`src/rtl/ds1307_i2c_target.sv`:
```
// ds1307_i2c_target: I2C target emulating the DS1307 RTC register map (regs 0x00-0x07) with a BCD seconds/minutes/hours clock
// Ports: clk, rst_n (async, active-low); scl_in/sda_in raw pad inputs; sda_oe pulls SDA low (pad: sda = sda_oe ? 1'b0 : 1'bz);
//        sec_tick one-clk pulse per second; time_sec/time_min/time_hour registered copies of regs 0-2; busy from address match to START/STOP
module ds1307_i2c_target #(
    parameter logic [6:0] DEV_ADDR = 7'h68,
    parameter int         NUM_REGS = 8
) (
    input  logic       clk,
    input  logic       rst_n,
    input  logic       scl_in,
    input  logic       sda_in,
    output logic       sda_oe,
    input  logic       sec_tick,
    output logic [7:0] time_sec,
    output logic [7:0] time_min,
    output logic [7:0] time_hour,
    output logic       busy
);
    localparam int PW = $clog2(NUM_REGS);
    localparam logic [3:0] S_IDLE      = 4'd0;
    localparam logic [3:0] S_ADDR      = 4'd1;
    localparam logic [3:0] S_ADDR_ACK  = 4'd2;
    localparam logic [3:0] S_PTR       = 4'd3;
    localparam logic [3:0] S_PTR_ACK   = 4'd4;
    localparam logic [3:0] S_WDATA     = 4'd5;
    localparam logic [3:0] S_WDATA_ACK = 4'd6;
    localparam logic [3:0] S_RDATA     = 4'd7;
    localparam logic [3:0] S_RDATA_ACK = 4'd8;
    localparam logic [3:0] S_WAIT      = 4'd9;

    logic [2:0]    scl_q, scl_d, sda_q, sda_d;
    logic [3:0]    state_q, state_d, cnt_q, cnt_d;
    logic [7:0]    sr_q, sr_d;
    logic [PW-1:0] ptr_q, ptr_d, ptr_nx;
    logic          rw_q, rw_d, oe_q, oe_d, busy_q, busy_d;
    logic [7:0]    regs_q [NUM_REGS];
    logic [7:0]    regs_d [NUM_REGS];
    logic [7:0]    time_sec_q, time_min_q, time_hour_q;
    logic          scl, sda, scl_rise, scl_fall, start, stop, wr_en, load, tick, c_sec, c_min;
    logic [7:0]    byte_in, nsec, nmin, nhour;

    // Seconds/minutes: a units digit above 9 counts as 9; returns {carry, next}
    function automatic logic [8:0] inc60(input logic [7:0] v);
        logic [3:0] u;
        u = (v[3:0] > 4'd9) ? 4'd9 : v[3:0];
        if (u != 4'd9) return {1'b0, v[7:4], u + 4'd1};
        if (v[6:4] >= 3'd5) return 9'h100;
        return {1'b0, v[7], v[6:4] + 3'd1, 4'd0};
    endfunction

    // 24h hours: 23 wraps to 00, which also clears bit6
    function automatic logic [7:0] inc24(input logic [7:0] v);
        logic [3:0] u;
        u = (v[3:0] > 4'd9) ? 4'd9 : v[3:0];
        if (v[5:4] >= 2'd2 && u >= 4'd3) return 8'h00;
        if (u != 4'd9) return {v[7:4], u + 4'd1};
        return {v[7:6], v[5:4] + 2'd1, 4'd0};
    endfunction

    // scl_q[1]/sda_q[1] are the synchronised levels, [2] the previous sample
    assign scl      = scl_q[1];
    assign sda      = sda_q[1];
    assign scl_rise = scl & ~scl_q[2];
    assign scl_fall = ~scl & scl_q[2];
    assign start    = scl & scl_q[2] & sda_q[2] & ~sda;
    assign stop     = scl & scl_q[2] & ~sda_q[2] & sda;
    assign byte_in  = {sr_q[6:0], sda};
    assign ptr_nx   = (ptr_q == PW'(NUM_REGS - 1)) ? '0 : ptr_q + PW'(1);
    assign tick     = sec_tick & ~regs_q[0][7];
    assign {c_sec, nsec} = inc60(regs_q[0]);
    assign {c_min, nmin} = inc60(regs_q[1]);
    assign nhour    = inc24(regs_q[2]);

    always_comb begin
        scl_d   = {scl_q[1:0], scl_in};
        sda_d   = {sda_q[1:0], sda_in};
        state_d = state_q;
        cnt_d   = cnt_q;
        sr_d    = sr_q;
        ptr_d   = ptr_q;
        rw_d    = rw_q;
        oe_d    = oe_q;
        wr_en   = 1'b0;
        load    = 1'b0;
        if (start) begin
            state_d = S_ADDR;
            cnt_d   = 4'd0;
            oe_d    = 1'b0;
        end else if (stop) begin
            state_d = S_IDLE;
            oe_d    = 1'b0;
        end else begin
            case (state_q)
                S_ADDR, S_PTR, S_WDATA: if (scl_rise) begin
                    sr_d  = byte_in;
                    cnt_d = cnt_q + 4'd1;
                    if (cnt_q == 4'd7) begin
                        cnt_d = 4'd0;
                        if (state_q == S_ADDR) begin
                            rw_d    = byte_in[0];
                            state_d = (byte_in[7:1] == DEV_ADDR) ? S_ADDR_ACK : S_WAIT;
                        end else if (state_q == S_PTR) begin
                            ptr_d   = PW'(int'(byte_in) % NUM_REGS);
                            state_d = S_PTR_ACK;
                        end else begin
                            wr_en   = 1'b1;
                            ptr_d   = ptr_nx;
                            state_d = S_WDATA_ACK;
                        end
                    end
                end
                // cnt 0: waiting for the 8th fall to drive ACK; cnt 1: 9th rise seen, next fall ends ACK
                S_ADDR_ACK, S_PTR_ACK, S_WDATA_ACK: begin
                    if (scl_rise) cnt_d = 4'd1;
                    else if (scl_fall && cnt_q == 4'd0) oe_d = 1'b1;
                    else if (scl_fall) begin
                        oe_d    = 1'b0;
                        cnt_d   = 4'd0;
                        state_d = (state_q == S_ADDR_ACK) ? S_PTR : S_WDATA;
                        load    = (state_q == S_ADDR_ACK) && rw_q;
                    end
                end
                S_RDATA: begin
                    if (scl_rise) cnt_d = cnt_q + 4'd1;
                    else if (scl_fall && cnt_q == 4'd8) begin
                        oe_d    = 1'b0;
                        cnt_d   = 4'd0;
                        state_d = S_RDATA_ACK;
                    end else if (scl_fall) begin
                        sr_d = {sr_q[6:0], sr_q[7]};
                        oe_d = ~sr_q[6];
                    end
                end
                S_RDATA_ACK: begin
                    if (scl_rise) begin
                        cnt_d = 4'd1;
                        if (sda) state_d = S_WAIT;
                    end else if (scl_fall && cnt_q == 4'd1) load = 1'b1;
                end
                default: ;
            endcase
        end
        // Transmit byte is a snapshot taken here; later ticks leave it alone
        if (load) begin
            sr_d    = regs_q[ptr_q];
            oe_d    = ~regs_q[ptr_q][7];
            ptr_d   = ptr_nx;
            cnt_d   = 4'd0;
            state_d = S_RDATA;
        end
        regs_d = regs_q;
        if (tick) begin
            regs_d[0] = nsec;
            if (c_sec) regs_d[1] = nmin;
            if (c_sec && c_min) regs_d[2] = nhour;
        end
        // Applied after the tick so a same-cycle I2C write to that register wins
        if (wr_en) regs_d[ptr_q] = byte_in;
        busy_d = !(state_q inside {S_IDLE, S_ADDR, S_WAIT});
    end

    always_ff @(posedge clk or negedge rst_n) begin
        if (!rst_n) begin
            scl_q       <= '1;
            sda_q       <= '1;
            state_q     <= S_IDLE;
            cnt_q       <= '0;
            sr_q        <= '0;
            ptr_q       <= '0;
            rw_q        <= 1'b0;
            oe_q        <= 1'b0;
            busy_q      <= 1'b0;
            regs_q      <= '{default: '0};
            time_sec_q  <= '0;
            time_min_q  <= '0;
            time_hour_q <= '0;
        end else begin
            scl_q       <= scl_d;
            sda_q       <= sda_d;
            state_q     <= state_d;
            cnt_q       <= cnt_d;
            sr_q        <= sr_d;
            ptr_q       <= ptr_d;
            rw_q        <= rw_d;
            oe_q        <= oe_d;
            busy_q      <= busy_d;
            regs_q      <= regs_d;
            time_sec_q  <= regs_q[0];
            time_min_q  <= regs_q[1];
            time_hour_q <= regs_q[2];
        end
    end

    assign sda_oe    = oe_q;
    assign busy      = busy_q;
    assign time_sec  = time_sec_q;
    assign time_min  = time_min_q;
    assign time_hour = time_hour_q;
endmodule

```
`config.mk`:
```
export PLATFORM = sky130hd
export DESIGN_NAME = ds1307_i2c_target
export DESIGN_NICKNAME = d
export VERILOG_FILES = /design/src/rtl/ds1307_i2c_target.sv
export SDC_FILE = /design/constraint.sdc
export NUM_CORES = 1
export LEC_CHECK = 0
export BUFFER_PORTS_ARGS = -buffer_cell sky130_fd_sc_hd__buf_2
export CORE_MARGIN = 4
export CORE_UTILIZATION = 50
export DETAILED_ROUTE_END_ITERATION = 8
export PLACE_DENSITY_LB_ADDON = 0.12
export SLEW_MARGIN = 20
export SYNTH_ARGS = -nofsm -noshare
export SYNTH_HDL_FRONTEND = slang
export SYNTH_SLANG_ARGS = --single-unit
```
`constraint.sdc`:
```
create_clock -name clk -period 2.2 [get_ports clk]
set_input_delay 0.55 -clock clk [delete_from_list [all_inputs] [get_ports clk]]
set_output_delay 0.55 -clock clk [all_outputs]
set_load 0.02 [all_outputs]
```
[After elaboration in Yosys (flattened, before gate mapping)]
Index checks and enable logic that the tools add are counted.
Word-level totals
  register bits: 116
  bits in latches: 0
  RAM bits: 0
  bits in read-only memories: 0
  input bits: 5
  output and inout port bits: 26
  word-level logic and storage cells: 227
  memories kept: 0
Cells by class
  add/sub/neg operators: 8
  multiply operators: 0
  divide/modulo/power cells: 0
  magnitude comparators: 9
  equality and inequality tests: 41
  shift-type cells: 0
  muxes and demuxes: 105
  bitwise operators: 18
  reductions and logical operators: 26
Operators with widths (count)
  8-bit two-way mux: 16
  4-bit two-way mux: 28
  9-bit two-way mux: 8
  64-bit bitwise mux: 1
  64-bit two-way mux: 1
  5-bit != test (second input constant): 12
  1-bit two-way mux: 32
  4-bit case mux with 4 select lines: 2
  3-bit two-way mux: 10
  8-bit binary-select mux with 3-bit select: 1
  8-bit demux with 3-bit select: 1
  24-bit two-way mux: 1
  4-bit by 3-bit equality test with 1-bit output (second input constant): 5
  4-bit != test (second input constant): 5
  4-bit by 1-bit adder with 4-bit output (second input constant): 4
  8-bit case mux with 2 select lines: 1
  7-bit AND reduction: 2
  4-bit equality test (second input constant): 3
  4-bit > comparator (second input constant): 3
  3-bit != test (second input constant): 4
  6-bit != test (second input constant): 2
  6-bit AND reduction: 2
  10-bit AND reduction: 1
  3-bit by 1-bit adder with 3-bit output (second input constant): 3
  other kinds (28): 59

[Longest topological paths before layout]
  depth after elaboration: 12
  mapped depth: 10
  depth with buffers taken out: 8

[Worst setup path after synthesis]
Ideal clock, no wire load.
  kind: reg2reg
  start point: register sda_q[1]
  end point: register (tool-made name)
  arrival: 2.219 ns
  slack: -0.144 ns
  stages on the path, launching flop included: 9
  clock period less this slack: 2.344 ns
  path through: dfstp_2 buf_2 xor2_1 and2_1 buf_6 or4_1 buf_2 nor2_4 mux2_2
RTL lines
  start, declared: RTL line 31  | logic [2:0] scl_q, scl_d, sda_q, sda_d;
  start signal, assigned: RTL line 165  | sda_q <= '1;
  start signal, assigned: RTL line 179  | sda_q <= sda_d;

==> impl_metrics.tcl <==
set metrics [dict create \
    finalSetupViolations 27 \
    worstSetupEndpointType "flip-flop" \
    power.density_nw_per_um2 1180 \
    vias 5125 \
    synth_edf_count 0 \
    worst_slack_ps -81.0 \
    synth_ff_type "dfrtp_1" \
    crit_required_ps 2500 \
    netlist_area_um2 6240 \
    slew_headroom 0.708 \
    synthTopCellsByArea "dfrtp_1 44%, mux2_2 7.4%, mux4_2 3.2%, mux2i_1 3.0%, ha_1 3.0%" \
    synth.distinct_cells 81 \
    rsz0062_at_grt "true" \
    cts_buffers 17 \
    status "complete, but fails checks" \
    holdBufCountCts 0 \
    nNetsFinal 714 \
    ant_nets 0 \
    synth_top_cell_area_share 0.441 \
    cts_max_path_buffers 2 \
    core_area_um2 12100 \
    antenna_cells 0 \
    cts.clk_slew.worst_paths_ps 50 \
    io_buffer_count 30 \
    clk_latency_ps 420 \
    yosys-top-cells-count "110 x dfrtp_1, 41 x mux2_2, 41 x nor2_1, 40 x nand2_1, 30 x a21oi_1" \
    r2r_slack_ps -80 \
    root_buffer "clkbuf_16" \
    cp-startpoint "scl_q[1]" \
    yosys_warnings 0 \
    nFillCells 924 \
    leakagePower_nw 3.74 \
    async_flop_share 1.00 \
    hpwlAfterDp_um 11400 \
    place_area_um2 7250 \
    rows 40 \
    grt_overflow_total 0 \
    yosysMostFrequentCell "dfrtp_1" \
    finalClockSkew_ps 11.4 \
    grt_pass1_wl_um 26700 \
    maxSlewViolCount 0 \
    crit-reg2reg-launch "scl_q[1]" \
    reg2reg_depth 7 \
    drc 0 \
    max_slew.worst_pin.slew_ps 433 \
    hold_viol 0 \
    yosysSeqAreaShare 0.466 \
    syn_inst 578 \
    fp.dieW_um 120 \
    syn_nets 598 \
    routed_wl_um 16900 \
    maxCapViolCount 0 \
    finalSetupTns_ps -1450 \
    final.min_clock_period_ps 2280 \
    first_iter_violations 529 \
    rr_endpoint "regs_q[63]" \
    critPathArrivalTime_ps 2580 \
    first_pass_iters 5 \
    drive_above_1_share 0.436 \
    synth_area_per_cell_um2 10.8 \
    fmax_ghz 0.438 \
    cts_tree "built" \
    area_delta_synth_final_pct 32.8 \
    ys_seq_elements 116 \
    start_util 0.515 \
    startpoint_type "flip-flop" \
    synth_top_cell_by_area "dfrtp_1" \
    wire_per_inst_um 19.3 \
    dieArea_um2 14300 \
    cts_sinks 116 \
    min_path_type "primary input to async pin" \
    post-place-ws_ps -169 \
    fin_area_um2 8290 \
    grt_max_degree 50 \
    grt_use_total 0.240 \
    crit_end "regs_q[63]" \
    h-tree-depth 4 \
    top_level_ports 31 \
    antenna_found_initial 0 \
    chipHeight_um 120 \
    gp_congestion 0.879 \
    power_w 0.00976 \
    grt_pass1_vias 4933 \
    fin_cells 875 \
    crit_type "flip-flop to flip-flop" \
    via_per_inst 5.86 \
    critPathMaxFanout 4 \
    violations "negative setup slack" \
    period_share 1.04 \
    peakVddDrop_v 0.000813 \
    place_inst 831 \
]
## area by class of cell
type                    count  area (µm²)  area share
flip-flops and latches    116        2910       0.351
repair buffers            143        1130       0.137
clock buffers              27         513      0.0619
inverters                  17        63.8     0.00770
multi-input cells         399        3430       0.414
clock inverters             5        27.5     0.00332
well taps                 168         210      0.0254
## worst max-delay path, cell delays in order, from the launching register on
cell and delay (ps):
dfstp_2 550, buf_6 100, ha_4 180, nand3_4 100, or4_4 590, nor3_4 190, buf_12 150, mux2_4 300
## where the power goes
part | leakage (nW) | switching, W | internal [W]
sequential | 1.48 | 0.000347 | 0.00257
clock | 0.267 | 0.000904 | 0.00158
combinational | 2.00 | 0.00240 | 0.00196
## placed cells by master (no fill, tap or decap), drive strengths merged, types with 6 or more instances in the layout
cell and instances:
clkbuf 27, ha 15, mux2 49, o21a 6, nand4 6, dfstp 6, o21ai 37, nor2 44
mux2i 19, nand2 40, a2bb2oi 6, mux4 9, nand3 9, nor2b 7, dfrtp 110, inv 16
a21o 8, nor3 14, a21oi 31, nand2b 10, a211oi 10, buf 143, o22ai 7
## per-layer routing
metal  vias to the layer above  part of all wire  global-route usage
met5                         -                 0                   0
met4                         0             0.035               0.110
met3                        51             0.053              0.0551
met2                       178              0.48               0.362
met1                      2552              0.43               0.330
li1                       2344                 -                   -
## logic make-up after synthesis
family,Yosys count,synth area share
AOI/OAI and AO/OA,144,0.157
xor gates and xnor gates,4,0.00561
adders and majority gates,15,0.0301
buffers and inverters,63,0.0487
DFF,116,0.466
muxes,77,0.151
and+or+nand+nor,159,0.141
## stage by stage
step                       util  hold slack (ps)
after floorplan               -              254
after global placement    0.598              346
after detailed placement  0.598              347
after CTS                 0.655             39.1
after global routing      0.684             48.6
final                     0.684             42.6
## timing repair
item / in CTS / in global routing
buffers inserted: 3 / 7
pin swaps: 20 / 18
resized for setup: 28 / 68
gates cloned: 1 / 1
setup endpoints to repair: 76 / 57
## how the worst min path moves through the flow
stage / startpoint / slack (ps) / endpoint / cells after the start
global route: rst_n / 50 / time_sec[5] / 1
finish: rst_n / 40 / time_sec[5] / 1
detailed placement: sda_q[0] / 350 / sda_q[1] / 0
CTS: rst_n / 40 / async pin / 1
global placement: sda_q[0] / 350 / sda_q[1] / 0
floorplan: rst_n / 250 / async pin / 0
(Power assumes the default switching activity.)
